--- src/rtl/serial_subtractor_3bit.sv ---
`default_nettype none
// ============================================================================
// Module   : serial_subtractor_3bit
// Brief    : Bit-serial unsigned subtractor (a - b - bin), LSB-first, with
//            valid/ready handshakes on operand input and result output.
// Revision : 1.0 - initial release
// ============================================================================
module serial_subtractor_3bit #(
    parameter int WIDTH = 3
) (
    input  logic             clk,
    input  logic             rst_n,
    input  logic             i_in_valid,
    output logic             o_in_ready,
    input  logic [WIDTH-1:0] i_a,
    input  logic [WIDTH-1:0] i_b,
    input  logic             i_bin,
    output logic             o_out_valid,
    input  logic             i_out_ready,
    output logic [WIDTH-1:0] o_diff,
    output logic             o_bout,
    output logic             o_busy
);

    localparam int CNT_W = (WIDTH > 1) ? $clog2(WIDTH) : 1;
    localparam logic [CNT_W-1:0] C_LAST = CNT_W'(WIDTH - 1);

    typedef enum logic [1:0] {
        S_IDLE = 2'd0,
        S_CALC = 2'd1,
        S_DONE = 2'd2
    } state_t;

    state_t           r_state;
    state_t           w_state_nxt;
    logic [WIDTH-1:0] r_a;
    logic [WIDTH-1:0] r_b;
    logic             r_br;
    logic [CNT_W-1:0] r_cnt;
    logic [WIDTH-1:0] r_acc;
    logic [WIDTH-1:0] r_diff;
    logic             r_bout;

    logic             w_last;
    logic             w_d;
    logic             w_br_nxt;
    logic [WIDTH-1:0] w_acc_nxt;

    assign w_last   = (r_cnt == C_LAST);
    assign w_d      = r_a[0] ^ r_b[0] ^ r_br;
    assign w_br_nxt = (~r_a[0] & r_b[0]) | (~(r_a[0] ^ r_b[0]) & r_br);

    // Result bits enter at the MSB and shift down, so after WIDTH steps
    // bit 0 holds the first (LSB) difference bit.
    generate
        if (WIDTH > 1) begin : g_acc_wide
            assign w_acc_nxt = {w_d, r_acc[WIDTH-1:1]};
        end else begin : g_acc_narrow
            assign w_acc_nxt = w_d;
        end
    endgenerate

    always_ff @(posedge clk or negedge rst_n) begin
        if (!rst_n) begin
            r_state <= S_IDLE;
        end else begin
            r_state <= w_state_nxt;
        end
    end

    always_comb begin
        w_state_nxt = r_state;
        o_in_ready  = 1'b0;
        o_out_valid = 1'b0;
        o_busy      = 1'b0;
        case (r_state)
            S_IDLE: begin
                o_in_ready = 1'b1;
                if (i_in_valid) begin
                    w_state_nxt = S_CALC;
                end
            end
            S_CALC: begin
                o_busy = 1'b1;
                if (w_last) begin
                    w_state_nxt = S_DONE;
                end
            end
            S_DONE: begin
                o_busy      = 1'b1;
                o_out_valid = 1'b1;
                if (i_out_ready) begin
                    w_state_nxt = S_IDLE;
                end
            end
            default: begin
                w_state_nxt = S_IDLE;
            end
        endcase
    end

    always_ff @(posedge clk or negedge rst_n) begin
        if (!rst_n) begin
            r_a    <= '0;
            r_b    <= '0;
            r_br   <= 1'b0;
            r_cnt  <= '0;
            r_acc  <= '0;
            r_diff <= '0;
            r_bout <= 1'b0;
        end else begin
            case (r_state)
                S_IDLE: begin
                    if (i_in_valid) begin
                        r_a   <= i_a;
                        r_b   <= i_b;
                        r_br  <= i_bin;
                        r_cnt <= '0;
                        r_acc <= '0;
                    end
                end
                S_CALC: begin
                    r_a   <= r_a >> 1;
                    r_b   <= r_b >> 1;
                    r_br  <= w_br_nxt;
                    r_acc <= w_acc_nxt;
                    r_cnt <= r_cnt + CNT_W'(1);
                    if (w_last) begin
                        r_diff <= w_acc_nxt;
                        r_bout <= w_br_nxt;
                    end
                end
                default: begin
                end
            endcase
        end
    end

    assign o_diff = r_diff;
    assign o_bout = r_bout;

endmodule
`default_nettype wire

--- config.mk ---
export PLATFORM = sky130hd
export DESIGN_NAME = serial_subtractor_3bit
export DESIGN_NICKNAME = d
export VERILOG_FILES = /design/src/rtl/serial_subtractor_3bit.sv
export SDC_FILE = /design/constraint.sdc
export NUM_CORES = 1
export LEC_CHECK = 0
export CELL_PAD_IN_SITES_DETAIL_PLACEMENT = 0
export CELL_PAD_IN_SITES_GLOBAL_PLACEMENT = 1
export CORE_MARGIN = 2
export CORE_UTILIZATION = 35
export CTS_CLUSTER_DIAMETER = 120
export CTS_CLUSTER_SIZE = 28
export DETAILED_ROUTE_END_ITERATION = 10
export HOLD_SLACK_MARGIN = 0.06
export PLACE_DENSITY = 0.71
export SLEW_MARGIN = 20
export SYNTH_ARGS = -nofsm -noshare
export SYNTH_HDL_FRONTEND = slang
export SYNTH_SLANG_ARGS = --single-unit
--- constraint.sdc ---
create_clock -name clk -period 4.4 [get_ports clk]
set_clock_uncertainty 0.05 [all_clocks]
set_input_delay 0.44 -clock clk [delete_from_list [all_inputs] [get_ports clk]]
set_output_delay 0.44 -clock clk [all_outputs]
set_load 0.01 [all_outputs]
==> results of run 1 <==
-- worst max-delay path: cells and delay by family, from the launching register on --
family | cells | cell delay (ps)
DFF | 1 | 410
buffers and inverters | 2 | 730
adders and majority gates | 1 | 490
-- final cells by class --
class                      instances  area, sq um  area share, %
clock buffer                       4         26.3           2.42
inverter                           7         26.3           2.42
multi-input combinational         56          400           36.9
sequential                        17          425           39.2
tap                               30         37.5           3.46
timing repair buffer              17          170           15.7
-- metrics by stage --
stage / hold slack, ps / setup slack, ps / utilization [%] / cells
global route: 479 / 1890 / 44.7 / 131
detailed placement: 427 / 2320 / 43.6 / 127
finish: 445 / 1980 / 44.7 / 131
global placement: 417 / 2330 / 43.6 / 127
CTS: 450 / 1970 / 44.7 / 131
floorplan: 94.4 / 2890 / - / 84
-- path summary, 6_finish.rpt --
check	startpoint	to	slack (ps)
min reg2reg	r_cnt[0]$_DFFE_PN0P_	r_cnt[0]$_DFFE_PN0P_	450
min	r_cnt[0]$_DFFE_PN0P_	r_cnt[0]$_DFFE_PN0P_	450
max in group asynchronous	rst_n	r_state[1]$_DFFE_PN0P_	3280
max reg2reg	r_state[0]$_DFFE_PN0P_	r_a[1]$_DFFE_PN0P_	2450
max	r_state[0]$_DFFE_PN0P_	o_in_ready	1980
min in group asynchronous	rst_n	r_a[1]$_DFFE_PN0P_	540
-- power groups by stage --
stage                     logic [uW]  clock network [uW]  registers (uW)
after global routing             444                98.6             278
after CTS                        401                89.2             268
after global placement           392                   0             270
after floorplan                  272                   0             270
after detailed placement         399                   0             272
final                            395                83.9             268
-- placed cells by master (no fill, tap or decap), drive strengths merged --
cell type	n
mux2i	1
a221o	4
dfrtp	17
a22o	2
or2	1
and3	2
nand3b	1
nand2	7
nor2	1
nand2b	7
nand3	4
fa	1
o21ai	5
and2b	1
a31oi	4
a221oi	1
a21oi	7
clkbuf	4
inv	7
ha	4
mux2	3
clkdlybuf4s50	17
-- kinds of logic (layout without fill, tap and decap cells) --
kind of cell / Yosys count / count (layout) / share of synthesized area [%]
and+or+nand+nor: 24 / 24 / 15.4
AOI/OAI and AO/OA: 23 / 23 / 17.3
DFF: 17 / 17 / 48.5
buffers and inverters: 11 / 28 / 5.85
adders and majority gates: 5 / 5 / 7.99
muxes: 4 / 4 / 4.99
-- registers in the layout, indices dropped and copies added (netlist names) --
signal	flops
r_cnt	2
o_bout	1
r_br	1
r_acc	2
r_b	3
r_state	2
o_diff	3
r_a	3
-- per-layer routing --
layer / vias up / part of all wire (%) / GRT usage, %
li1: 331 / - / -
met1: 324 / 50 / 19.3
met2: 17 / 46 / 21.3
met3: 2 / 3.1 / 3.33
met4: 0 / 1.1 / 7.50
met5: - / 0 / 0
==> results.py, run 1 <==
metrics = {
    "status": {
        "status": "finished, final reports clean",
    },
    "clock_tree": {
        "clockBufferDepth": 2,
        "clock_sinks": 17,
        "cts_buffers": 3,
        "htreeDepth": 1,
        "clock_latency_ps": 290,
        "clk_pin_slew_worst_paths_ps": 100,
        "cts_tree": "built",
        "clockRootBuffer": "clkbuf_4",
        "cts_resized": 0,
        "hold_buffers": 0,
        "cts_setup_buffers": 0,
    },
    "placement": {
        "dpl_cell_area_sq_um": 1060,
        "portBuffers": 17,
        "hpwlAfterDp_um": 1260,
        "gp_congestion": 0.719,
    },
    "floorplanning": {
        "start_util_pct": 36.1,
        "die_area_sq_um": 2920,
        "fp.dieH_um": 54.1,
        "ios": 18,
        "die_w_um": 54.1,
        "core-area_sq_um": 2430,
        "num_rows": 18,
    },
    "power": {
        "p_leak_uw": 0.000478,
        "power_uw": 746,
        "vdd_ir_drop_max_mv": 0.469,
        "p_comb_share_pct": 52.9,
        "p_sw_share_pct": 39.1,
        "p_clk_share_pct": 11.2,
        "switchingPower_uw": 291,
        "power.internal_uw": 455,
        "seqPwrFrac_pct": 35.9,
        "powerDensity_nw_per_um2": 687,
    },
    "hold_path": {
        "hp-class": "flip-flop to flip-flop",
        "holdPathStages": 1,
    },
    "logic_synthesis": {
        "ys_types": 22,
        "avgSynthCellArea_sq_um": 10.4,
        "synth_top_area_cell": "dfrtp_1",
        "ys.flop_type": "dfrtp_1",
        "netlist_area_sq_um": 877,
        "syn-instance-count": 84,
        "syn-num-nets": 100,
        "yosysMostFrequentCell": "dfrtp_1",
        "synthTopCellsByCount": "dfrtp_1 (17), a21oi_1 (7), inv_1 (7), nand2_1 (7), nand2b_1 (7)",
        "synth-edff-count": 0,
        "yosysWarnings": 0,
        "seq_area_frac_synth_pct": 48.5,
        "synth_seq_cells": 17,
        "synth_top_area_share_pct": 48.5,
        "async_reset_ff_share_pct": 100,
        "synth.area.top_cells": "dfrtp_1 (49%), ha_1 (5.7%), nand2b_1 (5.0%), a221o_1 (4.6%), a21oi_1 (4.0%)",
    },
    "route": {
        "vias_per_cell": 5.15,
        "ant_nets": 0,
        "vias": 674,
        "dr.first_iter.drc_count": 13,
        "routedWlPerCell_um": 13.4,
        "detail_route.first_pass.iterations": 4,
        "drt_wl_total_um": 1750,
        "post-route-drc-count": 0,
    },
    "sta": {
        "slew_headroom_pct": 49.0,
        "min_period_ps": 2420,
        "setup_tns_ps": 0,
        "worstMarginPinSlew_ps": 763,
        "hold_viol_final": 0,
        "clock.fmax_ghz": 0.414,
        "setup_violations": 0,
        "finalMaxSlewViolations": 0,
        "rsz0062_at_grt": "false",
        "timing.final.crit_share_pct": 54.9,
    },
    "worst_setup_path": {
        "worstPathRequired_ps": 3910,
        "start_kind": "flip-flop",
        "arrival_ps": 1930,
        "end_kind": "primary output",
        "cpPeakStageDelay_ps": 640,
        "crit_path_top_delay_cell": "clkdlybuf4s50_1",
        "worstPathMaxFanout": 17,
        "path_cells": "inv_1 > ha_1 > clkdlybuf4s50_1",
        "r2r_cells": 5,
        "crit_type": "flip-flop to primary output",
    },
    "global_routing": {
        "globalRouteTotalUtil_pct": 14.4,
        "grt_pass1_wl_um": 2960,
        "grt.overflow.total": 0,
        "antenna_found_initial": 0,
        "first_global_vias": 650,
        "grt_max_degree": 18,
    },
    "flow_run": {
        "maxCapViolCount": 0,
    },
    "cells_and_area": {
        "stdcell_area_sq_um": 1090,
        "insertedDiodeCount": 0,
        "layout-drive-gt1-share_pct": 7.92,
        "fill_cells": 256,
        "synthToLayoutAreaGrowth_pct": 23.8,
        "nets": 118,
    },
}
Note: power is estimated with default switching activity, not from simulation.
==> inputs of run 2 (changes only) <==
Clock period 4.4 ns to 2.5 ns, I/O delays scaled along.
==> results.py, run 2 (synthesis results as in run 1) <==
metrics = {
    "status": {
        "status": "finished, final reports clean",
    },
    "worst_setup_path": {
        "worstPathRequired_ps": 2200,
        "cpLargestDelayFamily": "buffers and inverters",
        "arrival_ps": 1890,
        "path_cells": "inv_1 > ha_1 > clkdlybuf4s50_1",
        "path_buf_inv": 2,
        "cpPeakStageDelay_ps": 630,
        "crit_type": "flip-flop to primary output",
        "end_kind": "primary output",
        "crit_path_top_delay_cell": "clkdlybuf4s50_1",
        "worstPathMaxFanout": 17,
        "start_kind": "flip-flop",
    },
    "cells_and_area": {
        "nets": 118,
        "insertedDiodeCount": 0,
        "final_cell_mix": "clkdlybuf4s50_1 (17), dfrtp_1 (17)",
        "synthToLayoutAreaGrowth_pct": 23.8,
        "layout-drive-gt1-share_pct": 7.92,
        "stdcell_count": 131,
        "final_util_pct": 44.7,
    },
    "route": {
        "ant_nets": 0,
        "post-route-drc-count": 0,
        "vias": 662,
        "drt_wl_total_um": 1700,
        "wl_met1_um": 887,
        "detail_route.first_pass.iterations": 4,
        "routedWlPerCell_um": 13.0,
        "met2_length_um": 725,
        "dr.first_iter.drc_count": 11,
        "top_layer": "met4",
        "routed-wl-met3_um": 67,
        "vias_per_cell": 5.05,
    },
    "sta": {
        "slew_headroom_pct": 49.2,
        "timing.final.crit_share_pct": 87.5,
        "finalMaxSlewViolations": 0,
        "worstMarginPinSlew_ps": 759,
        "clock.fmax_ghz": 0.457,
        "rsz0062_at_grt": "false",
        "hold_viol_final": 0,
        "setup_tns_ps": 0,
        "hold-worst-slack_ps": 356,
        "min_period_ps": 2190,
        "setup_violations": 0,
    },
    "clock_tree": {
        "clockRootBuffer": "clkbuf_4",
        "clock_latency_ps": 280,
        "clk_pin_slew_worst_paths_ps": 100,
        "hold_buffers": 0,
        "cts_resized": 0,
        "clockBufferDepth": 2,
        "cts_buffers": 3,
        "cts_setup_buffers": 0,
        "htreeDepth": 1,
        "cts_tree": "built",
        "clock_sinks": 17,
    },
    "global_routing": {
        "antenna_found_initial": 0,
        "grt.overflow.total": 0,
        "grt_pass1_wl_um": 2900,
        "first_global_vias": 631,
        "globalRouteTotalUtil_pct": 14.0,
        "grt_max_degree": 18,
    },
    "placement": {
        "portBuffers": 17,
        "place_inst": 127,
        "gp_congestion": 0.727,
        "hpwlAfterDp_um": 1280,
    },
    "power": {
        "power_uw": 1310,
        "p_leak_uw": 0.000478,
        "vdd_ir_drop_max_mv": 0.820,
        "powerDensity_nw_per_um2": 1200,
    },
    "flow_run": {
        "maxCapViolCount": 0,
    },
    "floorplanning": {
        "core-area_sq_um": 2430,
        "num_rows": 18,
        "fp.dieH_um": 54.1,
        "start_util_pct": 36.1,
        "die_area_sq_um": 2920,
        "ios": 18,
        "die_w_um": 54.1,
    },
    "hold_path": {
        "hp-class": "input port to asynchronous set/reset pin",
    },
}
==> run 2: worst reg2reg max path: cells and delay by family (launching register included) <==
kind / cells / cell delay (ps)
simple gates: 2 / 490
buf+inv: 1 / 90
fa+ha+maj: 1 / 470
compound gates: 1 / 300
flops: 1 / 410
==> run 2: final cells by class <==
class | instances | area [sq um]
inverter | 7 | 26.3
fill | 245 | 1350
clock buffer | 4 | 26.3
timing repair buffer | 17 | 170
multi-input combinational | 56 | 400
sequential | 17 | 425
tap | 30 | 37.5
==> run 2: where the power goes <==
part | internal (uW) | total, uW | switching, uW
Clock | 61.9 | 144 | 81.6
Combinational | 344 | 693 | 350
Sequential | 395 | 471 | 76.3
==> run 2: final timing paths <==
kind | cells past startpoint | start | end | slack [ps]
setup / recovery | 3 | r_state[0]$_DFFE_PN0P_ | o_in_ready | 310
hold / removal | 1 | rst_n | r_a[0]$_DFFE_PN0P_ | 360
setup reg to reg | 5 | r_state[0]$_DFFE_PN0P_ | r_a[1]$_DFFE_PN0P_ | 580
hold reg to reg | 2 | r_cnt[1]$_DFFE_PN0P_ | r_cnt[1]$_DFFE_PN0P_ | 440
max in group asynchronous | 1 | rst_n | r_state[1]$_DFFE_PN0P_ | 1570
min in group clk | 2 | r_cnt[1]$_DFFE_PN0P_ | r_cnt[1]$_DFFE_PN0P_ | 440
==> run 2: stage by stage <==
stage / instance area (sq um) / setup WS, ps
after global placement: 1060 / 640
after detailed placement: 1060 / 562
final: 1090 / 313
after global routing: 1090 / 184
after CTS: 1090 / 282
after floorplan: 877 / 991
==> run 2: per-layer routing <==
metal | track usage [%] | up-vias
met5 | 0 | -
li1 | - | 330
met3 | 3.33 | 2
met1 | 18.8 | 313
met4 | 5.00 | 0
met2 | 21.7 | 17
==> inputs of run 3 (changes only) <==
Settings changed: PLACE_DENSITY 0.71 to 0.76.
==> results.py, run 3 (synthesis results as in run 1) <==
metrics = {
    "status": {
        "status": "finished, final reports clean",
    },
    "cells_and_area": {
        "layout-drive-gt1-share_pct": 9.80,
        "nets": 119,
        "synthToLayoutAreaGrowth_pct": 24.8,
        "insertedDiodeCount": 0,
        "final_cell_mix": "clkdlybuf4s50_1 (17), dfrtp_1 (17)",
        "fill_cells": 239,
    },
    "sta": {
        "timing.final.crit_share_pct": 89.2,
        "hold_viol_final": 0,
        "clock.fmax_ghz": 0.448,
        "rsz0062_at_grt": "false",
        "slew_headroom_pct": 48.3,
        "setup_tns_ps": 0,
        "setup_violations": 0,
        "min_period_ps": 2230,
        "finalMaxSlewViolations": 0,
        "worstMarginPinSlew_ps": 773,
    },
    "floorplanning": {
        "die_area_sq_um": 2920,
        "start_util_pct": 36.1,
        "ios": 18,
        "fp.dieH_um": 54.1,
        "die_w_um": 54.1,
        "num_rows": 18,
        "core-area_sq_um": 2430,
    },
    "power": {
        "vdd_ir_drop_max_mv": 0.640,
        "power.internal_uw": 799,
        "seqPwrFrac_pct": 35.7,
        "p_sw_share_pct": 39.6,
        "p_clk_share_pct": 11.7,
        "p_comb_share_pct": 52.7,
        "switchingPower_uw": 524,
        "power_uw": 1320,
        "powerDensity_nw_per_um2": 1210,
        "p_leak_uw": 0.000486,
    },
    "worst_setup_path": {
        "crit_path_top_delay_cell": "clkdlybuf4s50_1",
        "worstPathRequired_ps": 2200,
        "cpLargestDelayFamily": "buffers and inverters",
        "path_cells": "inv_1 > ha_1 > clkdlybuf4s50_1",
        "path_buf_inv": 2,
        "start_kind": "flip-flop",
        "cpPeakStageDelay_ps": 640,
        "end_kind": "primary output",
        "crit_type": "flip-flop to primary output",
        "arrival_ps": 1930,
        "worstPathMaxFanout": 17,
    },
    "clock_tree": {
        "cts_setup_buffers": 0,
        "clockRootBuffer": "clkbuf_4",
        "clockBufferDepth": 2,
        "cts_resized": 0,
        "cts_buffers": 3,
        "cts_tree": "built",
        "htreeDepth": 1,
        "clock_sinks": 17,
        "clk_pin_slew_worst_paths_ps": 110,
        "hold_buffers": 0,
        "clock_latency_ps": 300,
    },
    "global_routing": {
        "grt.overflow.total": 0,
        "antenna_found_initial": 0,
        "first_global_vias": 575,
        "grt_use_met1_pct": 17.2,
        "grtUsageMet3_pct": 5.83,
        "grt-busiest-layer": "met2",
        "globalRouteTotalUtil_pct": 13.3,
        "grt_pass1_wl_um": 2620,
        "grt_max_degree": 18,
        "grtUsageMet2_pct": 19.9,
    },
    "route": {
        "drt_wl_total_um": 1760,
        "vias_per_cell": 5.11,
        "post-route-drc-count": 0,
        "detail_route.first_pass.iterations": 6,
        "routedWlPerCell_um": 13.3,
        "vias": 675,
        "ant_nets": 0,
        "dr.first_iter.drc_count": 18,
    },
    "hold_path": {
        "hp-class": "input port to asynchronous set/reset pin",
    },
    "placement": {
        "portBuffers": 17,
        "hpwlAfterDp_um": 1260,
        "gp_congestion": 0.735,
    },
    "flow_run": {
        "maxCapViolCount": 0,
    },
}
[run 3: cell count changes in the layout (fill, tap and decap cells not counted), sizes merged]
cell / change
buf: +1
clkbuf: -1
clkinv: +1
[run 3: layout make-up]
| class | instances | area, sq um | share of cell area [%] |
|---|---|---|---|
| Tap cell | 30 | 37.5 | 3.43 |
| Timing Repair Buffer | 18 | 178 | 16.2 |
| Inverter | 7 | 26.3 | 2.40 |
| Multi-Input combinational cell | 56 | 400 | 36.6 |
| Clock buffer | 3 | 22.5 | 2.06 |
| Sequential cell | 17 | 425 | 38.9 |
| Clock inverter | 1 | 5.00 | 0.457 |
[run 3: final timing paths]
| kind | startpoint | end | slack, ps | cells past startpoint |
|---|---|---|---|---|
| worst max-delay path | r_state[0]$_DFFE_PN0P_ | o_in_ready | 270 | 3 |
| min in group clk | o_bout$_DFFE_PN0P_ | o_bout$_DFFE_PN0P_ | 450 | 2 |
| worst min register to register | o_bout$_DFFE_PN0P_ | o_bout$_DFFE_PN0P_ | 450 | 2 |
| worst min-delay path | rst_n | r_a[1]$_DFFE_PN0P_ | 340 | 1 |
| max in group asynchronous | rst_n | r_cnt[1]$_DFFE_PN0P_ | 1570 | 1 |
| worst max register to register | r_state[0]$_DFFE_PN0P_ | r_b[0]$_DFFE_PN0P_ | 540 | 5 |
[run 3: metrics by stage]
step / setup slack [ps] / hold WS [ps] / area [sq um] / utilization, % / instances
floorplan: 991 / -95.6 / 877 / - / 84
global placement: 640 / 416 / 1070 / 43.9 / 128
detailed placement: 572 / 429 / 1070 / 43.9 / 128
CTS: 277 / 379 / 1090 / 45.0 / 132
global route: 164 / 394 / 1090 / 45.0 / 132
finish: 270 / 344 / 1090 / 45.0 / 132
[run 3: power by group through the flow]
stage	clock network [uW]	registers (uW)	logic [uW]
finish	154	472	697
global route	169	487	781
CTS	155	473	703
detailed placement	0	479	699
global placement	0	472	691
floorplan	0	475	479
[run 3: layer usage]
layer  part of all wire, %  vias up
met5                     0        -
met4                  0.74        0
met3                   5.6        2
met2                    47       16
met1                    47      325
li1                      -      332
